## config.mk

```make
export PLATFORM = sky130hd
export DESIGN_NAME = cdb_arbiter
export DESIGN_NICKNAME = d
export VERILOG_FILES = /design/src/rtl/cdb_pkg.sv /design/src/rtl/cdb_rr_picker.sv /design/src/rtl/cdb_arbiter.sv
export SDC_FILE = /design/constraint.sdc
export NUM_CORES = 1
export LEC_CHECK = 0
export BUFFER_PORTS_ARGS = -buffer_cell sky130_fd_sc_hd__buf_2
export CAP_MARGIN = 20
export CORE_AREA = 4 4 102 104
export DETAILED_ROUTE_END_ITERATION = 7
export DIE_AREA = 0 0 106 108
export PLACE_DENSITY = 0.77
export SLEW_MARGIN = 20
export SYNTH_ARGS = -nofsm -noshare
export SYNTH_HDL_FRONTEND = slang
export SYNTH_SLANG_ARGS = --single-unit
```

## constraint.sdc

```tcl
create_clock -name clk -period 4.8 [get_ports clk]
set_input_delay 0.72 -clock clk [delete_from_list [all_inputs] [get_ports clk]]
set_output_delay 0.72 -clock clk [all_outputs]
set_load 0.02 [all_outputs]
```

## src/rtl/cdb_pkg.sv

```systemverilog
// Shared types and constants for the common-data-bus arbiter.
// Default widths match the reservation-station tag and result formats.
package cdb_pkg;

  localparam int CDB_DATA_W = 32;
  localparam int CDB_TAG_W  = 4;

  typedef struct packed {
    logic                  valid;
    logic [CDB_DATA_W-1:0] data;
    logic [CDB_TAG_W-1:0]  tag;
  } cdb_bus_t;

  // Search position k steps past base, wrapping within n sources.
  function automatic int unsigned wrap_inc(input int unsigned base,
                                           input int unsigned k,
                                           input int unsigned n);
    return (base + k) % n;
  endfunction

endpackage

```

## src/rtl/cdb_rr_picker.sv

```systemverilog
// Combinational picker: scans requests starting one past ptr_i, with wrap-around.
// Returns the first request found as a one-hot grant and as a binary index.
module cdb_rr_picker
  import cdb_pkg::*;
#(
  parameter int NUM_SRC = 6,
  parameter int IDX_W   = (NUM_SRC > 1) ? $clog2(NUM_SRC) : 1
) (
  input  logic [NUM_SRC-1:0] req_i,
  input  logic [IDX_W-1:0]   ptr_i,
  output logic [NUM_SRC-1:0] gnt_o,
  output logic [IDX_W-1:0]   idx_o,
  output logic               any_o
);

  int unsigned j;
  logic        found;

  always_comb begin
    gnt_o = '0;
    idx_o = '0;
    found = 1'b0;
    j     = 0;
    for (int unsigned k = 1; k <= NUM_SRC; k++) begin
      j = wrap_inc(int'(ptr_i), k, NUM_SRC);
      if (!found && req_i[j]) begin
        found    = 1'b1;
        gnt_o[j] = 1'b1;
        idx_o    = IDX_W'(j);
      end
    end
    any_o = found;
  end

endmodule

```

## src/rtl/cdb_arbiter.sv

```systemverilog
// Common-data-bus arbiter: grants one functional-unit result per cycle and registers the broadcast.
// The CDB_ARB_RR_EN macro selects round-robin priority; without it the lowest index always wins.
module cdb_arbiter
  import cdb_pkg::*;
#(
  parameter int NUM_SRC = 6,
  parameter int DATA_W  = CDB_DATA_W,
  parameter int TAG_W   = CDB_TAG_W
) (
  input  logic                      clk,
  input  logic                      rst_n,
  input  logic                      flush,
  input  logic [NUM_SRC-1:0]        src_valid,
  input  logic [NUM_SRC*DATA_W-1:0] src_data,
  input  logic [NUM_SRC*TAG_W-1:0]  src_tag,
  output logic [NUM_SRC-1:0]        src_ready,
  output logic                      cdb_valid,
  output logic [DATA_W-1:0]         cdb_data,
  output logic [TAG_W-1:0]          cdb_tag
);

  localparam int               IDX_W   = (NUM_SRC > 1) ? $clog2(NUM_SRC) : 1;
  localparam logic [IDX_W-1:0] PTR_RST = IDX_W'(NUM_SRC - 1);

  // Same layout as cdb_bus_t, widened to the instance's parameters.
  typedef struct packed {
    logic              valid;
    logic [DATA_W-1:0] data;
    logic [TAG_W-1:0]  tag;
  } bus_t;

  bus_t               cdb_q, cdb_d;
  logic [NUM_SRC-1:0] req, gnt;
  logic [IDX_W-1:0]   ptr, win_idx;
  logic               win_any;

  assign req = src_valid & {NUM_SRC{~flush}};

`ifdef CDB_ARB_RR_EN
  logic [IDX_W-1:0] ptr_q, ptr_d;

  assign ptr_d = win_any ? win_idx : ptr_q;

  always_ff @(posedge clk or negedge rst_n) begin
    if (!rst_n) ptr_q <= PTR_RST;
    else        ptr_q <= ptr_d;
  end

  assign ptr = ptr_q;
`else
  // Search always begins at source 0, which gives lowest-index priority.
  assign ptr = PTR_RST;
`endif

  cdb_rr_picker #(
    .NUM_SRC (NUM_SRC),
    .IDX_W   (IDX_W)
  ) u_picker (
    .req_i (req),
    .ptr_i (ptr),
    .gnt_o (gnt),
    .idx_o (win_idx),
    .any_o (win_any)
  );

  always_comb begin
    cdb_d       = cdb_q;
    cdb_d.valid = win_any;
    if (win_any) begin
      cdb_d.data = src_data[int'(win_idx)*DATA_W +: DATA_W];
      cdb_d.tag  = src_tag[int'(win_idx)*TAG_W +: TAG_W];
    end
  end

  always_ff @(posedge clk or negedge rst_n) begin
    if (!rst_n) cdb_q <= '0;
    else        cdb_q <= cdb_d;
  end

  assign src_ready = gnt;
  assign cdb_valid = cdb_q.valid;
  assign cdb_data  = cdb_q.data;
  assign cdb_tag   = cdb_q.tag;

endmodule

```

==> After elaboration in Yosys (flattened, before gate mapping) <==
Cells that the tools add are included.
{ "word_totals": {"register_bits": 37, "out_inout_bits": 43, "word_cells": 34} }
{ "op_classes": {"n_shift": 2, "n_mux": 17, "bitwise": 2, "reduce_logical": 10} }
{ "op_table": {"columns": ["op", "n"], "rows": [
  ["variable part select 192 x 9 -> 32 bit", 1],
  ["variable part select 24 x 6 -> 4 bit", 1],
  ["2-to-1 mux 3 bit", 3],
  ["2-to-1 mux 1 bit", 8],
  ["AND 6 bit", 1],
  ["2-to-1 mux 2 bit", 3],
  ["2-to-1 mux 6 bit", 1],
  ["logical AND 1 bit", 5],
  ["zero test 1 bit", 5],
  ["2-to-1 mux 5 bit", 1],
  ["2-to-1 mux 4 bit", 1],
  ["inverter 1 bit", 1]
]} }

==> Longest topological paths before layout <==
{ "depth": {"ltp_word": 19, "depth_mapped": 8} }

==> Cells and area by module <==
A second synthesis with hierarchy kept.
{ "hier_totals": {"hier_cells": 487, "hier_area_um2": 4668.2} }
{ "by_module_without_submodules": {"columns": ["mod", "instances", "cells_each", "area_per_inst_um2", "seq_area_each_um2"], "rows": [
  ["cdb_arbiter", 1, 254, 2952.8, 925.9],
  ["cdb_rr_picker", 1, 233, 1715.4, 0.0]
]} }

==> Least setup slack after synthesis <==
Ideal clock, no wire load.
{ "synth_timing": {"path_type": "input to output", "start": "input flush", "end": "output src_ready[5]", "arrival_ps": 2022, "required_ps": 4080, "setup_slack_ps": 2058, "cell_stages": 3, "cell_sequence": "buf_2 -> or3_1 -> nor4_1"} }
{ "synth_between": {"elab_chain_cells": 18} }
{ "synth_rtl": {"columns": ["item", "line", "rtl"], "rows": [
  ["start: declaration", "cdb_arbiter.sv:12", "input logic flush,"],
  ["inverter 1 bit (*)", "cdb_arbiter.sv:37", "assign req = src_valid & {NUM_SRC{~flush}};"],
  ["AND 6 bit (*)", "cdb_arbiter.sv:37", null],
  ["2-to-1 mux 1 bit", "cdb_rr_picker.sv:26", "if (!found && req_i[j]) begin"],
  ["zero test 1 bit", "cdb_rr_picker.sv:26", null],
  ["logical AND 1 bit", "cdb_rr_picker.sv:26", null],
  ["2-to-1 mux 1 bit", "cdb_rr_picker.sv:26", null],
  ["zero test 1 bit", "cdb_rr_picker.sv:26", null],
  ["logical AND 1 bit", "cdb_rr_picker.sv:26", null],
  ["(+2 left out)", null, null],
  ["logical AND 1 bit", "cdb_rr_picker.sv:26", null],
  ["2-to-1 mux 1 bit", "cdb_rr_picker.sv:26", null],
  ["zero test 1 bit", "cdb_rr_picker.sv:26", null],
  ["logical AND 1 bit", "cdb_rr_picker.sv:26", null],
  ["2-to-1 mux 1 bit", "cdb_rr_picker.sv:26", null],
  ["zero test 1 bit", "cdb_rr_picker.sv:26", null],
  ["logical AND 1 bit (*)", "cdb_rr_picker.sv:26", null],
  ["2-to-1 mux 6 bit (*)", "cdb_rr_picker.sv:26", null],
  ["end: declaration", "cdb_arbiter.sv:16", "output logic [NUM_SRC-1:0] src_ready,"]
]} }
Every way passes the cells marked *; elsewhere a longest branch is shown, timed or not.

==> Worst setup path after layout <==
{ "layout_timing": {"start": "input src_valid[2]", "end": "output src_ready[4]"} }
{ "layout_between": {"elab_chain_cells": 10} }
{ "layout_rtl": {"columns": ["item", "line", "rtl"], "rows": [
  ["start: declaration", "cdb_arbiter.sv:13", "input logic [NUM_SRC-1:0] src_valid,"],
  ["AND 6 bit (*)", "cdb_arbiter.sv:37", null],
  ["logical AND 1 bit (*)", "cdb_rr_picker.sv:26", null],
  ["2-to-1 mux 1 bit (*)", "cdb_rr_picker.sv:26", null],
  ["zero test 1 bit", "cdb_rr_picker.sv:26", null],
  ["logical AND 1 bit", "cdb_rr_picker.sv:26", null],
  ["2-to-1 mux 1 bit (*)", "cdb_rr_picker.sv:26", null],
  ["zero test 1 bit (*)", "cdb_rr_picker.sv:26", null],
  ["logical AND 1 bit (*)", "cdb_rr_picker.sv:26", null],
  ["2-to-1 mux 5 bit (*)", "cdb_rr_picker.sv:26", null],
  ["2-to-1 mux 6 bit (*)", "cdb_rr_picker.sv:26", null]
]} }
Marks and branches as above.

==> results summary <==
The power after layout came out at 1023 uW. In this run, synthesis produced a sequential element count of 37. The worst setup path is captured at an output port. The core box area is 0.009549 mm^2.

0 antenna diodes ended up in the layout. The area added between synthesis and finish came out at 50.57%. The number of remaining DRC errors came out at 1. The top cell family by delay on the critical path is simple AND/OR/NAND/NOR gates. The TritonCTS clock tree is built. The die covers 0.01145 mm^2. The maximum ir drop on the vdd rail is 0.1070 mV.

The via count of the routed design came out at 3901. The maximum cell stage delay along the critical path came out at 0.67 ns. Dividing the synthesized area by the synthesized cell count gives 9.053 um^2. The total instance count after detailed placement is 717.

The post-synthesis net count came out at 565. The internal power of the cells totals 680.0 uW. The total wirelength of the detailed-routed design came out at 12.88 mm.

The number of slew-limit violations in the final report came out at 0. The maximum operating frequency is 320.3 MHz. The critical path buffer and inverter count came out at 2.

The total CTS buffers is 5. The share of synthesized area occupied by flip-flops and latches came out at 0.3008. Along the worst path, the maximum fanout reaches 18. STA classifies the critical path startpoint as an input port. Summed over all failing endpoints, the final setup total negative slack is 0 ns. The floorplan die width is 106 um.

The count of nets left with antenna violations once routing finished came out at 0. The slowest stage of the critical path is the sky130_fd_sc_hd__nor3b_4 cell. Walking the worst path, the cells encountered are buf_2 -> or4_4 -> nor3b_4 -> buf_2. The post-detailed-placement half-perimeter wirelength came out at 9.920 mm. The placer congestion estimate is 0.8716. The library cells used most frequently in the layout, excluding fill and tap cells, are 267 x sky130_fd_sc_hd__buf_2, 72 x sky130_fd_sc_hd__mux2i_1, 39 x sky130_fd_sc_hd__inv_1.

The number of H-tree levels is 2. The checks that failed: DRC. The total number of clock tree sinks came out at 37.

The detailed-route wire length per cell is 17.79 um. The vias per cell is 5.388. After technology mapping, the gate count stands at 340. In the finished design, the share of the clock period the worst path needs comes to 0.6504. The post-synthesis instance area is 0.003078 mm^2. The net switching fraction of the power came out at 0.3355. The placement-stage cell area came out at 0.004524 mm^2. The combinational share of power is 0.378. The die height is 108 um. The first global-routing pass estimated 19.92 mm of wire.

The clock latency on the worst-skew pair came out at 0.28 ns. The maximum buffer depth of the clock tree is 2. By area the synthesized netlist is led by sky130_fd_sc_hd__dfrtp_1 30%, sky130_fd_sc_hd__mux2i_1 23%, sky130_fd_sc_hd__a222oi_1 12%, sky130_fd_sc_hd__a22o_1 8.5%, sky130_fd_sc_hd__o21ai_1 4.9%. By startpoint and endpoint, the worst setup path is classified as in2out.

At the worst endpoint, the required time is 4.08 ns. The global-route total usage across every layer came out at 0.2146. The library cell occupying the most area in the post-synthesis netlist is sky130_fd_sc_hd__dfrtp_1.

The number of gates given a new drive strength after cts is 0. By instance count, the cell type seen most on the critical path is sky130_fd_sc_hd__buf_2. The floorplan has 36 rows. The count of boundary I/O pins is 268. On the final layout, the worst hold slack is 0.5432 ns. The post-synthesis cell type count came out at 25. For this run the aggregate overflow at the end of global routing stands at 0. The smallest clock period supported by the final layout is computed as 3.122 ns. The starting DRC count in detailed routing is 292. The number of setup violations in the final report is 0.

The buffers inserted during post-CTS setup optimization is 0. Measured against its own limit, the worst slew margin works out to 0.3138. Setup repair after global routing left no endpoint under its margin.

The post-route non-filler standard cell count is 724. The share of final-layout standard cells stronger than drive strength 1 is 0.4941. The initial antenna violation count is 1. The tightest min-delay check is of the in2async type.

The transition time of the tightest slew-check pin is 1.027 ns. The detailed-routing iteration count for the pre-antenna-repair pass is 8. The leading cell type in the layout, fill and taps excluded is sky130_fd_sc_hd__buf_2. The clock edge transition at the registers on the reported setup and hold paths is 0.08 ns. The hold-fix buffer count after cts is 0. The pin count of the biggest net entering global routing is 40. The run finished, with violations left. Once layout is done, the placed cells without fillers occupy 0.004634 mm^2. The clock skew after layout came out at 0 ns. The final number of hold-violating endpoints is 0. The total power density per cell area came out at 220.8 mW/mm^2.

The via count of the first global-routing pass came out at 4050. For the worst setup path, the data arrival time is 2.40 ns. The leakage power is 0.002510 uW. Across the run, the number of max-cap violations was 0. The total number of nets in the final design is 816. The share of total power dissipated in the clock network is 0.258. The port buffer count is 267. The starting density of the core is 0.3223. Clock tree synthesis selected as its root buffer the cell sky130_fd_sc_hd__clkbuf_8. Of the post-synthesis cell area, the dominant cell type holds 0.3008.

The sequential power share is 0.364. The reported net switching power came out at 343.3 uW. During synthesis, Yosys emitted a total of 0 warnings.
[per-layer routing]
metal  routed length, um  vias up  track usage
met5                  11        -            0
met4                 353        2      0.06568
met3                1173       32      0.05433
met2                6724      254       0.4062
met1                4616     1809       0.2354
li1                    -     1804            -
[power by group through the flow]
| stage | registers [uW] | logic, uW | clock network, uW |
|---|---|---|---|
| 3_3_place_gp | 377 | 379 | 0 |
| 3_5_place_dp | 378 | 389 | 0 |
| 2_1_floorplan | 425 | 156 | 0 |
| 6_report | 373 | 387 | 263 |
| 5_1_grt | 377 | 422 | 291 |
| 4_1_cts | 373 | 389 | 276 |
[state kept, by name, summed over array words and instances (netlist names)]
signal,count
cdb_tag,4
cdb_valid,1
cdb_data,32
[final timing paths]
check,start,end,slack (ns),cells past startpoint
setup / recovery,src_valid[2],src_ready[4],1.68,4
hold / removal,rst_n,cdb_data[22]$_DFFE_PN0P_,0.54,1
setup reg to reg,cdb_data[16]$_DFFE_PN0P_,cdb_data[16]$_DFFE_PN0P_,3.83,2
hold reg to reg,cdb_data[18]$_DFFE_PN0P_,cdb_data[18]$_DFFE_PN0P_,0.55,2
max in group asynchronous,rst_n,cdb_data[14]$_DFFE_PN0P_,3.71,1
min in group clk,cdb_data[18]$_DFFE_PN0P_,cdb_data[18]$_DFFE_PN0P_,0.55,2
[final cells by class]
class | count | area [um^2]
multi-input cells | 232 | 1876
flip-flops and latches | 37 | 925.9
clock inverters | 2 | 35.03
fillers | 944 | 4915
clock buffers | 5 | 68.82
repair buffers | 276 | 1416
well taps | 133 | 166.4
inverters | 39 | 146.4
[per-stage QoR]
step | setup slack, ns | util
floorplan | 2.058 | -
global placement | 1.726 | 0.4738
CTS | 1.679 | 0.4847
finish | 1.678 | 0.4853
global route | 1.605 | 0.4853
detailed placement | 1.614 | 0.4738
[worst reg2reg max path, delay by kind of cell (launching register included)]
kind / cells / cell delay, ns
AOI/OAI and AO/OA: 2 / 0.43
DFF: 1 / 0.41
[synthesized netlist by cell type]
cell,n
sky130_fd_sc_hd__or2_2,1
sky130_fd_sc_hd__nor3b_4,1
sky130_fd_sc_hd__nor4_1,2
sky130_fd_sc_hd__nor3_1,1
sky130_fd_sc_hd__o21ai_0,6
sky130_fd_sc_hd__mux2i_1,72
sky130_fd_sc_hd__a21o_1,1
sky130_fd_sc_hd__inv_1,39
sky130_fd_sc_hd__buf_6,4
sky130_fd_sc_hd__or3_1,1
sky130_fd_sc_hd__a221oi_1,7
sky130_fd_sc_hd__or4_4,1
sky130_fd_sc_hd__nand2b_1,2
sky130_fd_sc_hd__dfrtp_1,37
sky130_fd_sc_hd__a21oi_2,1
sky130_fd_sc_hd__clkbuf_1,17
sky130_fd_sc_hd__buf_2,5
sky130_fd_sc_hd__buf_4,4
sky130_fd_sc_hd__nor2_4,1
sky130_fd_sc_hd__a22o_1,30
sky130_fd_sc_hd__a222oi_1,36
sky130_fd_sc_hd__nor2b_1,1
sky130_fd_sc_hd__o21ai_1,30
sky130_fd_sc_hd__nor2_1,38
sky130_fd_sc_hd__buf_1,2
[cell families after synthesis]
| group | after synthesis | synth area share |
|---|---|---|
| compound gates | 111 | 0.2862 |
| mux | 72 | 0.2341 |
| buf+inv | 71 | 0.1033 |
| simple gates | 49 | 0.07561 |
| flops | 37 | 0.3008 |
No activity file was read; power rests on OpenSTA's default activity.
